$ cat src/rtl/ifu_fetch_port.sv
// rtl/ifu_fetch_port.sv - IFU instruction-fetch port: one AXI4-Lite read per fetch request
module ifu_fetch_port #(
    parameter int ADDR_W = 32,
    parameter int DATA_W = 32
) (
    input  logic              clock,
    input  logic              reset,
    input  logic              reqValid,
    input  logic [ADDR_W-1:0] pc,
    output logic              respValid,
    output logic [DATA_W-1:0] inst,
    output logic              fetch_err,
    output logic              busy,
    output logic [31:0]       fetch_count,
    output logic [ADDR_W-1:0] araddr,
    output logic              arvalid,
    input  logic              arready,
    input  logic [DATA_W-1:0] rdata,
    input  logic [1:0]        rresp,
    input  logic              rvalid,
    output logic              rready
);

    typedef enum logic [1:0] {
        IDLE = 2'd0,
        ADDR = 2'd1,
        DATA = 2'd2,
        RESP = 2'd3
    } state_t;

    state_t state;
    state_t state_next;

    // A PC that is not word aligned faults without touching the bus
    logic misaligned;
    assign misaligned = (pc[1:0] != 2'b00);

    // State register
    always_ff @(posedge clock or posedge reset) begin
        if (reset) begin
            state <= IDLE;
        end else begin
            state <= state_next;
        end
    end

    // Next-state decode; only one transaction in flight, stray inputs ignored per state
    always_comb begin
        state_next = state;
        case (state)
            IDLE: begin
                if (reqValid) begin
                    state_next = misaligned ? RESP : ADDR;
                end
            end
            ADDR: begin
                if (arready) begin
                    state_next = DATA;
                end
            end
            DATA: begin
                if (rvalid) begin
                    state_next = RESP;
                end
            end
            RESP: begin
                state_next = IDLE;
            end
            default: begin
                state_next = IDLE;
            end
        endcase
    end

    // Bus strobes and status come straight from the state register
    assign arvalid   = (state == ADDR);
    assign rready    = (state == DATA);
    assign respValid = (state == RESP);
    assign busy      = (state != IDLE);

    // Datapath: address capture, response capture, and the completion counter,
    // which is bumped on entry to RESP so it already reflects this response
    always_ff @(posedge clock or posedge reset) begin
        if (reset) begin
            araddr      <= '0;
            inst        <= '0;
            fetch_err   <= 1'b0;
            fetch_count <= 32'd0;
        end else begin
            case (state)
                IDLE: begin
                    if (reqValid) begin
                        if (misaligned) begin
                            inst        <= '0;
                            fetch_err   <= 1'b1;
                            fetch_count <= fetch_count + 32'd1;
                        end else begin
                            araddr <= pc;
                        end
                    end
                end
                DATA: begin
                    if (rvalid) begin
                        inst        <= rdata;
                        fetch_err   <= (rresp != 2'b00);
                        fetch_count <= fetch_count + 32'd1;
                    end
                end
                default: begin
                end
            endcase
        end
    end

endmodule

$ cat config.mk
export PLATFORM = sky130hd
export DESIGN_NAME = ifu_fetch_port
export DESIGN_NICKNAME = d
export VERILOG_FILES = /design/src/rtl/ifu_fetch_port.sv
export SDC_FILE = /design/constraint.sdc
export NUM_CORES = 1
export LEC_CHECK = 0
export ABC_CLOCK_PERIOD_IN_PS = 6400
export CAP_MARGIN = 20
export CORE_ASPECT_RATIO = 1.75
export CORE_MARGIN = 2
export CORE_UTILIZATION = 45
export CTS_CLUSTER_SIZE = 30
export DETAILED_ROUTE_END_ITERATION = 10
export GPL_TIMING_DRIVEN = 0
export PLACE_DENSITY_LB_ADDON = 0.3
export SYNTH_ARGS = -nofsm -noshare
export SYNTH_HDL_FRONTEND = slang
export SYNTH_SLANG_ARGS = --single-unit
export TNS_END_PERCENT = 20
$ cat constraint.sdc
create_clock -name clock -period 6.4 [get_ports clock]
set_input_delay 1.28 -clock clock [delete_from_list [all_inputs] [get_ports clock]]
set_output_delay 1.28 -clock clock [all_outputs]
set_load 0.05 [all_outputs]
==> summary.txt <==
Cells and area
  – Ant diodes: 0
  – Share of post-route cells with drive strength above 1: 0.1336
  – Final net count: ~550
  – Final Util: 0.7133
  – Layout area overhead: 55.15%

Drt
  – # DRC: 0
  – Vias: a little under 3,000
  – DR pass1 iterations: 4
  – Final WL: between 9 and 10 mm
  – Vias per cell: between 4 and 5
  – Detailed Route Iter0 Violations: between 90 and 100
  – Wire per inst: 15.71 um
  – Final ANT Viol Nets: 0

CTS
  – CTS resizes: 0
  – Hold-fix buffers, CTS: 0
  – Worst-path clk slew: 0.07 ns
  – H-tree levels: 3
  – Clock net sink count: 99
  – CTS root buf: clkbuf_16
  – CTS tree: done
  – Clock buffer depth: 2
  – Clock Latency Late Sink: 0.34 ns
  – Total CTS buffers: 9
  – Post-CTS Repair Setup Buffers: 0

Logic synthesis
  – Sequential fraction of the synthesis area: 0.6215
  – Post-Synth Simple-Gate Area: 0.08977
  – Async SR Flop Fraction: 1.000
  – Top_reg_cell synth: dfrtp_1
  – Area leader, netlist: dfrtp_1
  – Synthesized instance count: 291
  – Compound-Gate Fraction of Synth Area: 0.08914
  – Distinct cell type count of the synthesized netlist: 33
  – Synth Register Bits: 99
  – Netlist Area Pre-Place: roughly 4000 sq um
  – Total number of yosys warnings: 0
  – Post-synth EDFFs: 0
  – Top cell type's share of synthesized area: 0.6215
  – Largest family of logic cells by synthesized area: simple AND/OR/NAND/NOR gates
  – Top cells by area, synth: dfrtp_1, mux2_2, a22o_1
  – Mux cell area share after synthesis: 0.08726
  – Fraction of the mapped netlist area in adder cells: 0.01883
  – Post-Synthesis Net Count: 368
  – Xor and xnor area share after synthesis: 0.06999
  – Syn_area_per_cell: approximately 14 sq um

Timing
  – Final Max Tran Viols: 0
  – Crit path time final: 3.325 ns
  – Clock Skews: 0.007890 ns
  – Worst Tran Pin Value: 0.5435 ns
  – Final Hold Fails: 0
  – Min Hold Slack: about 0.48 ns
  – Unrepaired setup endpoints after global routing: no
  – Period utilisation layout: 0.5195
  – Setup violators final: 0
  – FMAX: between 0.3 and 0.4 GHz
  – Relative slew slack: 0.6365
  – Setup_tns: 0 ns

Setup path
  – FF-to-FF Start: state[0]
  – Crit path capture type: output pin
  – Crit start category: register
  – Cell Chain, Critical Path: inv_1 > ha_1 > inv_1 > clkdlybuf4s50_1
  – CP dominant cell by count: inv_1
  – Req. time, crit path: a little over 5 ns
  – Worst path depth: 4
  – Internal reg-to-reg setup slack: around 4 ns
  – WS Path Type: register to output pin
  – R2R cell count: 8
  – Critical path buffers and inverters: 3
  – Crit path DAT: between 2 and 2.5 ns
  – Critical path's slowest cell: clkdlybuf4s50_1
  – Worst setup path start: state[0]
  – Slowest stage delay, CP: 0.82 ns
  – Worst reg2reg path endpoint: fetch_count[26]
  – CP Max Fanout: 7
  – CP top delay family: buffers and inverters
  – Worst setup path endpoint: busy

Pwr
  – Comb pwr share: 0.527
  – Internal power: 1.761 mW
  – Switching pwr: between 1 and 1.5 mW
  – Peak VDD IR: about 400 uV
  – Clock network power share: 0.172
  – Cell Pwr Density: ~520 nW/um^2
  – Leakage Power: approximately 2.7 nW
  – Seq pwr share: 0.302
  – Switching part of the total: 0.4506

Floorplanning
  – Ports: 172
  – Starting Density: 0.4597
  – Total core area: 8671 sq um
  – Die H: between 100 and 150 um
  – Die width: roughly 75 um
  – FP Rows: 45
  – Full die area: between 9000 and 10,000 sq um

GRT
  – Initial antenna violation count: 0
  – Total Routing Usage GR: 0.2030
  – GRT Residual Overflow: 0
  – First-pass GRT wire length: between 10 and 15 mm
  – Largest net degree at the start of global routing: a little over 60
  – Vias in the first global route: ~3,100

Min path
  – Hold/Removal Path Class: register to register
  – Hold path depth: 1

Placement
  – Dpl hpwl: about 7.2 mm
  – RePlAce Congestion: 0.7496
  – # port buffers: between 150 and 200

Outcome
  – Status: finished clean

Job
  – Max cap viols: 0
per-layer routing:
layer / track usage / up-vias / routed length [um]
met5: 0 / - / 0
li1: - / 1396 / -
met3: 0.05795 / 15 / 572
met2: 0.3504 / 115 / 4973
met1: 0.2316 / 1452 / 3579
met4: 0.08050 / 0 / 238
state kept, by name, indices dropped and copies added, names as in the netlist:
| register | cells |
|---|---|
| fetch_err | 1 |
| inst | 32 |
| state | 2 |
| fetch_count | 32 |
| araddr | 32 |
worst min path at each step:
stage | from | endpoint | slack (ns)
CTS | fetch_count[31] | fetch_count[31] | 0.48
finish | fetch_count[31] | fetch_count[31] | 0.48
detailed placement | fetch_count[31] | fetch_count[31] | 0.47
global placement | fetch_count[31] | fetch_count[31] | 0.46
global route | araddr[21] | araddr[21] | 0.51
floorplan | state[1] | state[1] | 0.60
per-stage QoR:
| step | power, mW | instances | worst slack, ns | area, sq um |
|---|---|---|---|---|
| 5_1_grt | 3.354 | 596 | 2.977 | 6185 |
| 4_1_cts | 3.232 | 596 | 3.065 | 6185 |
| 3_5_place_dp | 2.669 | 580 | 3.072 | 5874 |
| 2_1_floorplan | 2.082 | 291 | 2.530 | 3986 |
| 3_3_place_gp | 2.636 | 579 | 1.190 | 5844 |
| 6_report | 3.205 | 596 | 3.075 | 6185 |
Yosys cell counts, drive strengths merged (4+ instances only):
| cell type | number |
|---|---|
| dfrtp | 99 |
| a22o | 32 |
| mux2 | 30 |
| xnor2 | 26 |
| nand3 | 15 |
| nand2 | 12 |
| buf | 8 |
| nand4 | 8 |
| and3 | 7 |
| inv | 7 |
| ha | 6 |
| nor2 | 6 |
| and2 | 5 |
| clkbuf | 5 |
| xor2 | 5 |
| a21oi | 4 |
| and4 | 4 |
| o21ai | 4 |
cell families (layout without fill, tap and decap cells):
kind of cell    Yosys count  in the layout
compound gates           44             44
xor+xnor                 31             31
fa+ha+maj                 6              6
buf+inv                  20            208
flops                    99             99
mux                      31             31
simple gates             60             60
cell type report:
type	count	area [sq um]
Fill cell	631	2486
Timing Repair Buffer	172	1739
Buffer	13	67.56
Clock inverter	6	71.32
Clock buffer	10	239.0
Multi-Input combinational cell	172	1415
Tap cell	117	146.4
Sequential cell	99	2477
Inverter	7	28.78
cells in the final DEF, fill, tap and decap left out, types with 2 or more instances in the layout:
| cell type | synthesis | final |
|---|---|---|
| clkdlybuf4s50_1 | 0 | 171 |
| dfrtp_1 | 99 | 99 |
| a22o_1 | 32 | 32 |
| mux2_2 | 28 | 28 |
| xnor2_1 | 25 | 25 |
| nand2_1 | 12 | 12 |
| nand3_1 | 12 | 12 |
| clkbuf_16 | 0 | 9 |
| nand4_1 | 7 | 7 |
| nor2_1 | 6 | 6 |
| buf_2 | 6 | 6 |
| and3_1 | 6 | 6 |
| inv_1 | 7 | 6 |
| ha_1 | 6 | 6 |
| clkbuf_1 | 5 | 5 |
| xor2_1 | 5 | 5 |
| o21ai_0 | 4 | 4 |
| a21oi_1 | 4 | 4 |
| and4_1 | 4 | 4 |
| and2_1 | 4 | 4 |
| nand3_2 | 3 | 3 |
| inv_6 | 0 | 3 |
| mux2_1 | 2 | 2 |
| nor2b_1 | 2 | 2 |
| clkinvlp_4 | 0 | 2 |
power groups by stage:
stage	logic [mW]	registers, mW	clock network [mW]
finish	1.69	0.967	0.550
global route	1.77	0.993	0.592
CTS	1.70	0.966	0.563
detailed placement	1.70	0.972	0
global placement	1.67	0.963	0
floorplan	0.401	1.68	0
Power figures use the tool's default switching activity.
==> patch 1, RTL diff (same flow settings) <==
Reset style: synchronous (`reset`), changed in 2 clocked blocks.
--- a/src/rtl/ifu_fetch_port.sv
+++ b/src/rtl/ifu_fetch_port.sv
@@ -36,7 +36,7 @@
     assign misaligned = (pc[1:0] != 2'b00);
 
     // State register
-    always_ff @(posedge clock or posedge reset) begin
+    always_ff @(posedge clock) begin
         if (reset) begin
             state <= IDLE;
         end else begin
@@ -80,7 +80,7 @@
 
     // Datapath: address capture, response capture, and the completion counter,
     // which is bumped on entry to RESP so it already reflects this response
-    always_ff @(posedge clock or posedge reset) begin
+    always_ff @(posedge clock) begin
         if (reset) begin
             araddr      <= '0;
             inst        <= '0;
Check against the original RTL: differs if reset is asserted again (counterexample within 4 cycles, from zero or initial values and one cycle with reset high); with reset held inactive, the same outputs for 4 cycles.
==> patch 1 against the original RTL <==
Utilization grew 0.22 points; synthesized cell count grew 57%; cell area increased by 0.30%; die area up 0.19%; area after synthesis rose by 0.19%; worst setup slack worse by 150 ps; routed wire length is 25% higher; cell count rose by 28%; sequential cell count stayed put; critical path type unchanged.
Power is not compared: it rests on default switching activity, and its combinational part moved more than twofold at a synthesized area within 25%.
==> patch 1: results (changes against the original RTL) <==
- Net total in the final layout: 715 (+30%)
- Clock transition at the registers of the reported paths: 60 ps
* Clock Skews: 5.612 ps (-2.278 ps)
- Chip width: 75.22 um (about the same)
* # port buffers: 171 (unchanged)
* Top cells by area in the synthesized netlist: sky130_fd_sc_hd__dfxtp_1 50%, sky130_fd_sc_hd__nand2_1 6.6%, sky130_fd_sc_hd__a21oi_1 6.5%
- Overall via count from detail_route: 4101 (+38%)
- The worst relative slew slack came to 63.11% (-0.55 points).
- The maximum cell stage delay along the critical path is 860 ps (+40 ps).
- The count of cell types in the netlist was 40 (+21%).
- The worst hold path belongs to the class reg -> reg.
- Synth cell count leaders: 99 x sky130_fd_sc_hd__dfxtp_1, 70 x sky130_fd_sc_hd__nand2_1, 52 x sky130_fd_sc_hd__a21oi_1
* Tot GR Track Use: 24.11% (+3.8 points)
- For this run, the leading register cell type out of synthesis is sky130_fd_sc_hd__dfxtp_1.
- Detailed placer's ending HPWL: 8.812 mm (+23%)
* Maximum number of pins on one net before global-route repair: 17 (-72%)
- The clock reaches the later pin of the worst-skew pair after 350 ps.
* Arrival time worst endpoint: 2190 ps (+150 ps)
- Maximum level of the CTS H-tree: 3 (unchanged)
* Global placement routability congestion: 0.8529 (+14%)
- Power density over the cells: 310.3 nW/um^2
- The placement-stage worst setup slack was 2946 ps (-126.4 ps).
- The number of DRC violations after detailed-routing iteration 0 is 255 (+180%).
- Library cell used as clock root buffer: sky130_fd_sc_hd__clkbuf_16
- Synth async-reset ratio: 0% (-100 points)
- Syn_nets: 533 (+45%)
- The per-cell routed wire length came to 15.40 um (-2.0%).
- The global-route wire length before repair came to 18.14 mm (+21%).
- Diode insertion count for antenna repair: 0 (unchanged)
- Fraction of final layout cells with drive strength greater than 1: 4.199% (-9.2 points)
- The portion of the post-synthesis area used by sequential elements was 49.62% (-13 points).
- Resize count post-CTS: 0 (unchanged)
- The largest registers in the layout are araddr (32), fetch_count (32), inst (32).
- Longest Clk Path Bufs: 2 (unchanged)
* Number of filler instances in the final layout: 672 (+6.5%)
* Run status: completed
- The clock buffer count from CTS was 9 (unchanged).
* Via count of the first global-routing pass: 4015 (+30%)
- TritonRoute pass-1 iters: 6 (+2)
* Leakage power figure: 2.131 nW
* Crit-path max FO: 7 (unchanged)
-- patch 1: cell types whose count changed in the layout (fill, tap and decap cells not counted), sizes merged, moves of 23 or more --
cell	delta
xnor2	-24
dfrtp	-99
nor2	+43
nand2	+58
a22o	-32
dfxtp	+99
a21oi	+48
mux2	-23
a22oi	+32
-- patch 1: report_power, final --
group          switching, mW  internal [mW]
clock                  0.235          0.392
combinational          0.396          0.211
sequential            0.0310          0.659
-- patch 1: area by class of cell --
cell class                 count  area share [%]
multi-input combinational    315           29.53
clock inverter                 6           1.815
buffer                        32           2.299
clock buffer                  10           3.852
sequential                    99           31.95
tap                          117           2.360
inverter                      10          0.6051
timing repair buffer         171           27.59
-- patch 1: final timing paths --
| kind | from | endpoint | slack [ps] | depth (start not counted) |
|---|---|---|---|---|
| min reg2reg | araddr[7]$_SDFFE_PP0P_ | araddr[7]$_SDFFE_PP0P_ | 450 | 2 |
| min | araddr[7]$_SDFFE_PP0P_ | araddr[7]$_SDFFE_PP0P_ | 450 | 2 |
| max | state[0]$_SDFFE_PP0P_ | busy | 2930 | 4 |
| max reg2reg | state[0]$_SDFFE_PP0P_ | fetch_count[28]$_SDFFE_PP0P_ | 4130 | 7 |
-- patch 1: critical path: cells and delay by family, from the launching register on --
family / cells / cell delay [ps]
fa+ha+maj: 1 / 260
buf+inv: 3 / 1180
flops: 1 / 400
-- patch 1: cell families after synthesis --
| family | synth area share, % |
|---|---|
| AND/OR/NAND/NOR | 21.59 |
| flip-flops | 49.62 |
| multiplexers | 2.569 |
| buffers and inverters | 4.511 |
| adder cells (fa/ha/maj) | 1.880 |
| XOR/XNOR | 0.8774 |
| AO/OA/AOI/OAI | 18.95 |
-- patch 1: stage by stage --
step	area [um^2]	power, mW	instances	util (%)
6_report	6203	1.925	760	71.54
5_1_grt	6203	2.003	760	71.54
4_1_cts	6203	1.936	760	71.54
3_5_place_dp	5852	1.312	744	67.49
3_3_place_gp	5852	1.295	744	67.49
2_1_floorplan	3994	1.104	456	-
-- patch 1: routing by layer --
| metal | vias to the layer above | global-route usage (%) | wire length (um) | share of wire (%) |
|---|---|---|---|---|
| li1 | 1994 | - | - | - |
| met4 | 0 | 12.90 | 434 | 3.7 |
| met5 | - | 0 | 0 | 0 |
| met3 | 31 | 6.108 | 854 | 7.3 |
| met1 | 1911 | 24.68 | 4204 | 36 |
| met2 | 165 | 43.24 | 6209 | 53 |
==> patch 2, RTL diff (config.mk and constraints unchanged) <==
Made on the original files. Set the parameter `ADDR_W` to 64 (it was 32).
--- a/src/rtl/ifu_fetch_port.sv
+++ b/src/rtl/ifu_fetch_port.sv
@@ -1,6 +1,6 @@
 // rtl/ifu_fetch_port.sv - IFU instruction-fetch port: one AXI4-Lite read per fetch request
 module ifu_fetch_port #(
-    parameter int ADDR_W = 32,
+    parameter int ADDR_W = 64,
     parameter int DATA_W = 32
 ) (
     input  logic              clock,
Interface: changed (resized araddr and pc); port bits go from 172 to 236. The function was not compared with the original's and may differ.
==> patch 2 against the original RTL <==
Sequential cell count increased by 32; routed wire length grew 47%; cell area rose by 34%; worst setup slack lost 82 ps; die area is 30% higher; area after synthesis is 31% higher; utilization rose by 1.1 points; total power increased by 37%; highest routed layer unchanged; maximum frequency is 2.4% lower.
==> patch 2: results (changes against the original RTL) <==
* Run status: completed
- Multi-input gates: 211 (+23%)
- The die area is 12530 um^2 (+30%).
* Total non-filler cell area in the finished layout: 8294 um^2 (+34%)
- Placed instance count: 741 (+28%)
- The mean post-synth cell area came to 14.13 um^2 (+3.2%).
- Clock Skews: 9.186 ps (+1.296 ps)
* Via/cell ratio: 5.250 (+5.1%)
- The clock buffer count from CTS was 17 (+8).
- First DRT Iteration DRCs: 176 (+91%)
* Fraction of final layout cells with drive strength greater than 1: 16.95% (+3.6 points)
- Worst IR Drop VDD: 364.6 uV (-6.8%)
* Depth of the worst register-to-register path: 7 (-1)
* Leakage power figure: 3.552 nW (+31%)
* Worst slack after detailed placement: 3250 ps (+177.7 ps)
- The layout buffer count excluding clock buffers came to 254 (+37%).
- The minimum setup slack among reg-to-reg paths is 4180 ps (+70 ps).
- The fill cell total of the finished layout was 809 (+28%).
- The number of vias in the routed layout was 4053 (+36%).
* Part of the Yosys area used for sequential elements: 62.69% (+0.55 points)
- The post-synthesis net count came to 479 (+30%).
- Maximum number of pins on one net before global-route repair: 70 (+15%)
- Routed length per placed instance: 17.88 um (+14%)
- The commonest cells after synthesis are 131 x sky130_fd_sc_hd__dfrtp_1, 63 x sky130_fd_sc_hd__mux2_2, 32 x sky130_fd_sc_hd__a22o_1.
- The combined area of the multi-input logic cells was 1817 um^2 (+28%).
* Measured slew at the worst slew-check pin: 623.8 ps (+80.28 ps)
- Global-route wire length before repair: 21.76 mm (+45%)
- Clock Sinks: 131 (+32%)
- Net total in the final layout: 734 (+33%)
* Largest regs: araddr (64), fetch_count (32), inst (32)
- Seq/total area: 39.52% (-0.53 points)
* Clock network latency to the later pin of the worst-skew pair: 410 ps (+70 ps)
- Netlist cell types: 30 (-9.1%)
* ClkCell Share: 6.170% (+1.2 points)
- The startpoint identified for the worst register-to-register timing path is state[1]$_DFFE_PP0P_.
- The buffer share of cell area came to 29.85% (+0.64 points).
## patch 2: changes by cell type in the layout (fill, tap and decap cells not counted), sizes merged, moves of 4 or more
cell | before | now
clkdlybuf4s50 | 171 | 235
nand4 | 8 | 25
mux2 | 30 | 63
nor4 | 0 | 4
dfrtp | 99 | 131
and2 | 5 | 1
clkinv | 0 | 7
clkbuf | 15 | 27
nand3 | 15 | 7
## patch 2: worst max path at each step
stage	end	slack, ps	cells after the start
after floorplan	araddr[0]$_DFFE_PP0P_	1620	1
after global placement	fetch_count[26]$_DFFE_PP0P_	-10	2
after detailed placement	inst[28]$_DFFE_PP0P_	3250	7
after CTS	busy	2970	4
after global routing	busy	2900	4
final	busy	2990	4
## patch 2: per-layer routing
layer | wire, um | GRT usage (%)
met1 | 4748 | 22.90
met2 | 7644 | 40.47
met4 | 379 | 9.444
met3 | 1031 | 8.197
met5 | 0 | 0
## patch 2: power breakdown
part,switching (mW),internal (mW)
combinational,1.46,0.820
sequential,0.174,1.12
clock,0.336,0.496
total,1.97,2.43
## patch 2: worst reg2reg max path, stage by stage (launching register included)
cell                       delay (ps)
sky130_fd_sc_hd__dfrtp_1          410
sky130_fd_sc_hd__inv_1            130
sky130_fd_sc_hd__ha_1             370
sky130_fd_sc_hd__mux2i_2          170
sky130_fd_sc_hd__a211oi_4         510
sky130_fd_sc_hd__buf_6            220
sky130_fd_sc_hd__nand4_1          140
sky130_fd_sc_hd__xnor2_1          160
## patch 2: kinds of logic after synthesis
kind of cell	count (synthesis)	share of synthesized area, %
simple gates	69	7.634
compound gates	41	6.652
xor+xnor	31	5.193
mux	64	13.83
buf+inv	28	2.561
flops	131	62.69
fa+ha+maj	6	1.436
